<file path="src/rtl/counter_100_pkg.sv">
// Shared constants for the BCD modulo counter: digit width, digit maximum
// and the step saturation limit, plus the step clamp helper.
package counter_100_pkg;

    localparam int         DIGIT_W    = 4;
    localparam logic [3:0] DIGIT_MAX  = 4'd9;
    localparam logic [3:0] STEP_LIMIT = 4'd9;

    function automatic logic [DIGIT_W-1:0] sat_step(input logic [DIGIT_W-1:0] num);
        if (num > STEP_LIMIT) begin
            return STEP_LIMIT;
        end else begin
            return num;
        end
    endfunction

endpackage

</file>
<file path="src/rtl/counter_100_bcd_digit_add.sv">
// Single BCD digit adder: digit + addend + carry_in -> BCD digit and decimal carry.
module bcd_digit_add
    import counter_100_pkg::*;
(
    input  logic [DIGIT_W-1:0] digit,
    input  logic [DIGIT_W-1:0] addend,
    input  logic               carry_in,
    output logic [DIGIT_W-1:0] sum,
    output logic               carry_out
);

    logic [DIGIT_W:0] raw_s;

    // Binary sum with decimal adjust; inputs are at most 9, so the raw sum never exceeds 19.
    always_comb begin
        raw_s = {1'b0, digit} + {1'b0, addend} + {{DIGIT_W{1'b0}}, carry_in};
        if (raw_s > {1'b0, DIGIT_MAX}) begin
            sum       = raw_s[DIGIT_W-1:0] - 4'd10;
            carry_out = 1'b1;
        end else begin
            sum       = raw_s[DIGIT_W-1:0];
            carry_out = 1'b0;
        end
    end

endmodule

</file>
<file path="src/rtl/counter_100.sv">
// Two-digit BCD counter modulo MOD with a saturated step of 0..9 per enabled cycle.
// o_cnt exposes the ones digit straight from its register.
module counter_100
    import counter_100_pkg::*;
#(
    parameter int MOD = 100
) (
    input  logic               clk,
    input  logic               reset_n,
    input  logic               i_run,
    input  logic [DIGIT_W-1:0] i_num,
    output logic [DIGIT_W-1:0] o_cnt
);

    localparam logic [DIGIT_W-1:0] TENS_MAX = 4'(MOD / 10 - 1);

    logic [DIGIT_W-1:0] tens_r;
    logic [DIGIT_W-1:0] ones_r;
    logic [DIGIT_W-1:0] step_s;
    logic [DIGIT_W-1:0] ones_sum_s;
    logic [DIGIT_W-1:0] tens_sum_s;
    logic [DIGIT_W-1:0] ones_next_s;
    logic [DIGIT_W-1:0] tens_next_s;
    logic               ones_carry_s;
    logic               tens_carry_s;

    assign step_s = sat_step(i_num);

    bcd_digit_add u_ones (
        .digit     (ones_r),
        .addend    (step_s),
        .carry_in  (1'b0),
        .sum       (ones_sum_s),
        .carry_out (ones_carry_s)
    );

    bcd_digit_add u_tens (
        .digit     (tens_r),
        .addend    (4'd0),
        .carry_in  (ones_carry_s),
        .sum       (tens_sum_s),
        .carry_out (tens_carry_s)
    );

    // Next state: tens rolls to zero past the modulus limit, ones keeps its remainder.
    always_comb begin
        ones_next_s = ones_r;
        tens_next_s = tens_r;
        if (i_run) begin
            ones_next_s = ones_sum_s;
            if (tens_carry_s || (tens_sum_s > TENS_MAX)) begin
                tens_next_s = 4'd0;
            end else begin
                tens_next_s = tens_sum_s;
            end
        end else begin
            ones_next_s = ones_r;
            tens_next_s = tens_r;
        end
    end

    // State registers; reset_n is active-high despite its name.
    always_ff @(posedge clk or posedge reset_n) begin
        if (reset_n) begin
            tens_r <= 4'd0;
            ones_r <= 4'd0;
        end else begin
            tens_r <= tens_next_s;
            ones_r <= ones_next_s;
        end
    end

    assign o_cnt = ones_r;

endmodule

</file>
<file path="config.mk">
export PLATFORM = sky130hd
export DESIGN_NAME = counter_100
export DESIGN_NICKNAME = d
export VERILOG_FILES = /design/src/rtl/counter_100_pkg.sv /design/src/rtl/counter_100_bcd_digit_add.sv /design/src/rtl/counter_100.sv
export SDC_FILE = /design/constraint.sdc
export NUM_CORES = 1
export LEC_CHECK = 0
export CAP_MARGIN = 20
export CORE_AREA = 8 8 45 47
export DETAILED_ROUTE_END_ITERATION = 7
export DIE_AREA = 0 0 53 55
export DONT_BUFFER_PORTS = 1
export PLACE_DENSITY = 0.49
export SLEW_MARGIN = 25
export SYNTH_ARGS = -nofsm -noshare
export SYNTH_HDL_FRONTEND = slang
export SYNTH_SLANG_ARGS = --single-unit
</file>
<file path="constraint.sdc">
create_clock -name clk -period 3.1 [get_ports clk]
set_input_delay 0.155 -clock clk [delete_from_list [all_inputs] [get_ports clk]]
set_output_delay 0.155 -clock clk [all_outputs]
set_load 0.02 [all_outputs]
</file>
Yosys cells after proc, flatten, opt, wreduce, memory -nomap -nowiden
Index checks and enable logic that the tools add are counted.

Register bits after elaboration: 4. Bits in latches: 0. Bits in writable memories: 0. Bits in read-only memories: 0. Output and inout port bits: 4. Logic and storage cells: 7. Memories kept: 0.

Add/sub/neg operators: 2. $mul: 0. Div/mod/pow operators: 0. Magnitude comparators: 2. Equality and inequality tests: 0. Shift-type cells: 0. Muxes and demuxes: 2. Bitwise gates (word level): 0. Reductions and logical operators: 0.

Operator list (count): $mux 4 (2); $add 4x4->5 (1); $gt 5x4->1 const B (1); $gt 4x4->1 const B (1); $sub 4x4->4 const B (1).

Longest topological paths before layout
Depth after elaboration: 5. Depth in mapped cells: 11. Gate-level depth less buffers: 11.

By module
Synthesis repeated with hierarchy kept, for this count alone.

Cell total of the unflattened synthesis: 37. Area total of the unflattened synthesis: 391.6 um^2.

By module, submodules not included: bcd_digit_add (instances 1, cells an instance 22, area an instance 211.5 um^2, seq. area each 0.0 um^2); counter_100 (instances 1, cells an instance 15, area an instance 180.2 um^2, seq. area each 100.1 um^2).

Worst setup path before layout
No wires, ideal clock.

Kind: reg2reg. Start: reg ones_r[0], in the netlist o_cnt[0]. End: reg ones_r[1], in the netlist o_cnt[1]. Arrival: 2.225 ns. Data required time: 2.967 ns. Path slack: 0.742 ns. Stages on the path, launching flop included: 10. Path buffers: 0. Clock period less this slack: 2.358 ns. Cells stage by stage: dfrtp_1 -> ha_1 -> inv_1 -> fa_1 -> xor2_2 -> ha_1 -> a31o_4 -> o311ai_4 -> xor2_1 -> a21oi_1.

Cells in the longest elaborated chain, start to end: 3. Elaborated cells on any way between the ends: 4. Those cells by class: add/sub (2); order compare (1); mux (1).

Ends and longest elaborated chain: start, declared (RTL line counter_100.sv:18) `logic [DIGIT_W-1:0] ones_r;`; start signal, assigned (RTL line counter_100.sv:69) `ones_r <= ones_next_s;`; $add 4x4->5 * (RTL line counter_100_bcd_digit_add.sv:16) `raw_s = {1'b0, digit} + {1'b0, addend} + {{DIGIT_W{1'b0}}, carry_in};`; $sub 4x4->4 / $gt 5x4->1 (equally long branches) (RTL line counter_100_bcd_digit_add.sv:18, counter_100_bcd_digit_add.sv:17); $mux 4 * (RTL line counter_100_bcd_digit_add.sv:17) `if (raw_s > {1'b0, DIGIT_MAX}) begin`.

Every way passes the cells marked *; elsewhere a longest branch is shown, timed or not. A chain may end at the register's enable or synchronous reset.

Worst setup path after layout
Ends and elaborated chain as after synthesis.

==> results.md <==
* Final ANT Viol Nets at 0
* CTS root buf: clkbuf_4
* Reg2Reg Depth at 9
* Period Utilization, post-route at about four fifths
* I/O pin cnt at 11
* Actual slew at the worst max-slew pin at 364 ps
* R2r startpoint: o_cnt[0]$_DFFE_PP0P_
* Die X at about 53 um
* Hold Crit Depth at 1
* Total Power at about 0.65 mW
* Syn Nets at just over 60
* Most used cell, CP: ha_1
* Initial DRC Count at 2
* Final Hold Fails at 0
* Final #Nets at 65
* WP data arrival at 2630 ps
* Grt ovf at 0
* Mapped Avg Cell Area at about 9.5 sq um
* Slew Viols, Final at 0
* Final core occ at roughly 36%
* GRT Overall Usage at approximately 7.4%
* Post-route setup TNS at 0 ps
* Cell chain of the critical path: ha_1, inv_1, fa_1, xor2_2, ha_1, a31o_4, o311ai_4, xor2_1, a21oi_1
* I/O Buffers at 0
* Met3 Routed Length at approximately 43 um
* Layout area overhead at 9.92%
* Worst-path fanout max at 4
* Post-synth cell types at 27
* Hold Path End: o_cnt[1]$_DFFE_PP0P_
* CTS Sinks at 4
* Seq cells post-synth at 4
* Proportion of layout cells with a drive suffix above 1 at 18.0%
* Die area at a little under 3000 sq um
* Final Instance Area at about 500 sq um
* Core area at approximately 1400 sq um
* Lkg Pwr at between 0.2 and 0.25 nW
* Crit. Startpoint: o_cnt[0]$_DFFE_PP0P_
* Total CTS buffers at 3
* Hold Path Class: primary input to register
* Row count at 14
* Sequential fraction of the synthesis area at approximately 22%
* Vias per cell at roughly 5.2
* Number of cells upsized or downsized after cts at 0
* Vias in the first global route at just under 400
* First-pass GRT wire length at 1610 um
* Post-Synthesis Cell Area at 454 sq um
* Kind of critical path: register to register
* Die span in y at 55 um
* Worst EP required at 3210 ps
* Achievable frequency at between 300 and 400 MHz
* Antenna violations before repair at 0
* H-tree Lvls at 1
* Starting density of the core at 32.8%
* YS warnings at 0
* CTS tree: done
* Crit path time final at around 2500 ps
* RD Place Congestion at between 0.7 and 0.8
* CP max stage cell: dfrtp_1
* Max FFs per register at 4
* R2r setup slk at 580 ps
* Crit path launch type: register
* CP endpoint kind: register
* Final WL at between 900 and 1000 um
* Placed cell area at ~470 sq um
* Filler cells at roughly 150
* Hold Startpoint: i_run
* Synth Instances at between 40 and 50
* Max-cap violations at 0
* Unrepaired setup endpoints after global routing: no
* Clock Pin Slew Worst Setup and Hold Paths at 40 ps
* Worst skew pair latency at roughly 230 ps
* WL met2 at ~520 um
* Max Used Layer: met3
* Routed len/inst at between 10 and 15 um
* Max IR drop VDD at between 0.4 and 0.5 mV
* Largest net degree at the start of global routing at 9
* Via Count at roughly 340
* Antenna cells at 0
* Residual DRC at 0
* Clock Skews at 1.50 ps
* Drt first pass iters at 2
* P per Cell Area at about 1300 nW/um^2
* DRT met1 WL at around 360 um
* Status: finished, final reports clean
* Bufs on Longest Clock Path at 2
* FF-to-FF End: o_cnt[1]$_DFFE_PP0P_
* Count of final setup violators at 0
* Slew margin rel. at roughly three quarters
* Max incr delay on CP at about 470 ps
[through the flow]
step / worst slack [ps] / hold WS (ps) / std cells
6_report: 581 / 13.8 / 66
2_1_floorplan: 742 / -78.9 / 48
5_1_grt: 415 / 3.46 / 66
4_1_cts: 553 / 6.05 / 66
3_3_place_gp: 544 / -65.1 / 62
3_5_place_dp: 578 / -63.4 / 62
[worst max-delay path, delay by kind of cell (launching register included)]
family,cells,cell delay (ps)
compound gates,3,560
fa+ha+maj,3,910
xor+xnor,2,410
flops,1,470
buf+inv,1,50
[what timing repair did]
action                                 4_1_cts  5_1_grt
setup buffers                                0        0
endpoints found under the hold margin        4        0
hold buffers                                 1        0
[synthesized netlist by cell type (all sizes together)]
library cell  instances  area, sq um
nand2b                2         12.5
nor3b                 1         7.51
xor2                  2         25.0
nor2                  3         11.3
a21oi                 6         30.0
nor3                  1         5.00
fa                    1         20.0
mux2i                 1         10.0
dfrtp                 4          100
mux2                  1         11.3
a31o                  2         26.3
ha                    5         62.6
nor4b                 1         15.0
and3                  2         17.5
nand3                 1         5.00
a311oi                1         8.76
or2                   1         6.26
o21ai                 2         10.0
inv                   6         22.5
nor2b                 1         6.26
and2b                 1         7.51
clkbuf                2         7.51
o311ai                1         26.3
[worst max path at each step]
stage / to / slack [ps] / depth (start not counted)
3_3_place_gp: o_cnt[2]$_DFFE_PP0P_ / 540 / 9
2_1_floorplan: o_cnt[1]$_DFFE_PP0P_ / 740 / 9
3_5_place_dp: o_cnt[2]$_DFFE_PP0P_ / 580 / 9
4_1_cts: o_cnt[2]$_DFFE_PP0P_ / 550 / 9
5_1_grt: o_cnt[2]$_DFFE_PP0P_ / 420 / 9
6_report: o_cnt[1]$_DFFE_PP0P_ / 580 / 9
[cell families after synthesis]
kind of cell / synth area share, %
mux: 4.68
buf+inv: 6.61
compound gates: 22.3
xor+xnor: 5.51
fa+ha+maj: 18.2
simple gates: 20.7
flops: 22.0
[area by class of cell]
cell class / count / area, sq um / area share [%]
Inverter: 6 / 22.5 / 4.51
Multi-Input combinational cell: 36 / 324 / 64.9
Tap cell: 16 / 20.0 / 4.01
Sequential cell: 4 / 100 / 20.1
Timing Repair Buffer: 1 / 10.0 / 2.01
Clock buffer: 3 / 22.5 / 4.51
[where the power goes]
group          internal, mW  switching [mW]  total (mW)
Combinational         0.218           0.228       0.446
Clock                0.0431          0.0178      0.0609
Sequential           0.0805          0.0640       0.145
Total                 0.341           0.310       0.651
[metal layers]
layer,vias to the layer above,GRT usage [%]
li1,174,-
met1,165,7.54
met2,5,13.3
met3,0,2.41
met4,0,3.88
met5,-,0
[cell usage in the layout, fill, tap and decap left out, types with 2 or more instances in the layout]
cell | netlist | routed
a21oi_1 | 6 | 6
inv_1 | 6 | 6
ha_1 | 5 | 5
dfrtp_1 | 4 | 4
nor2_1 | 3 | 3
clkbuf_4 | 0 | 3
nand2b_1 | 2 | 2
No activity file was read; power rests on OpenSTA's default activity.
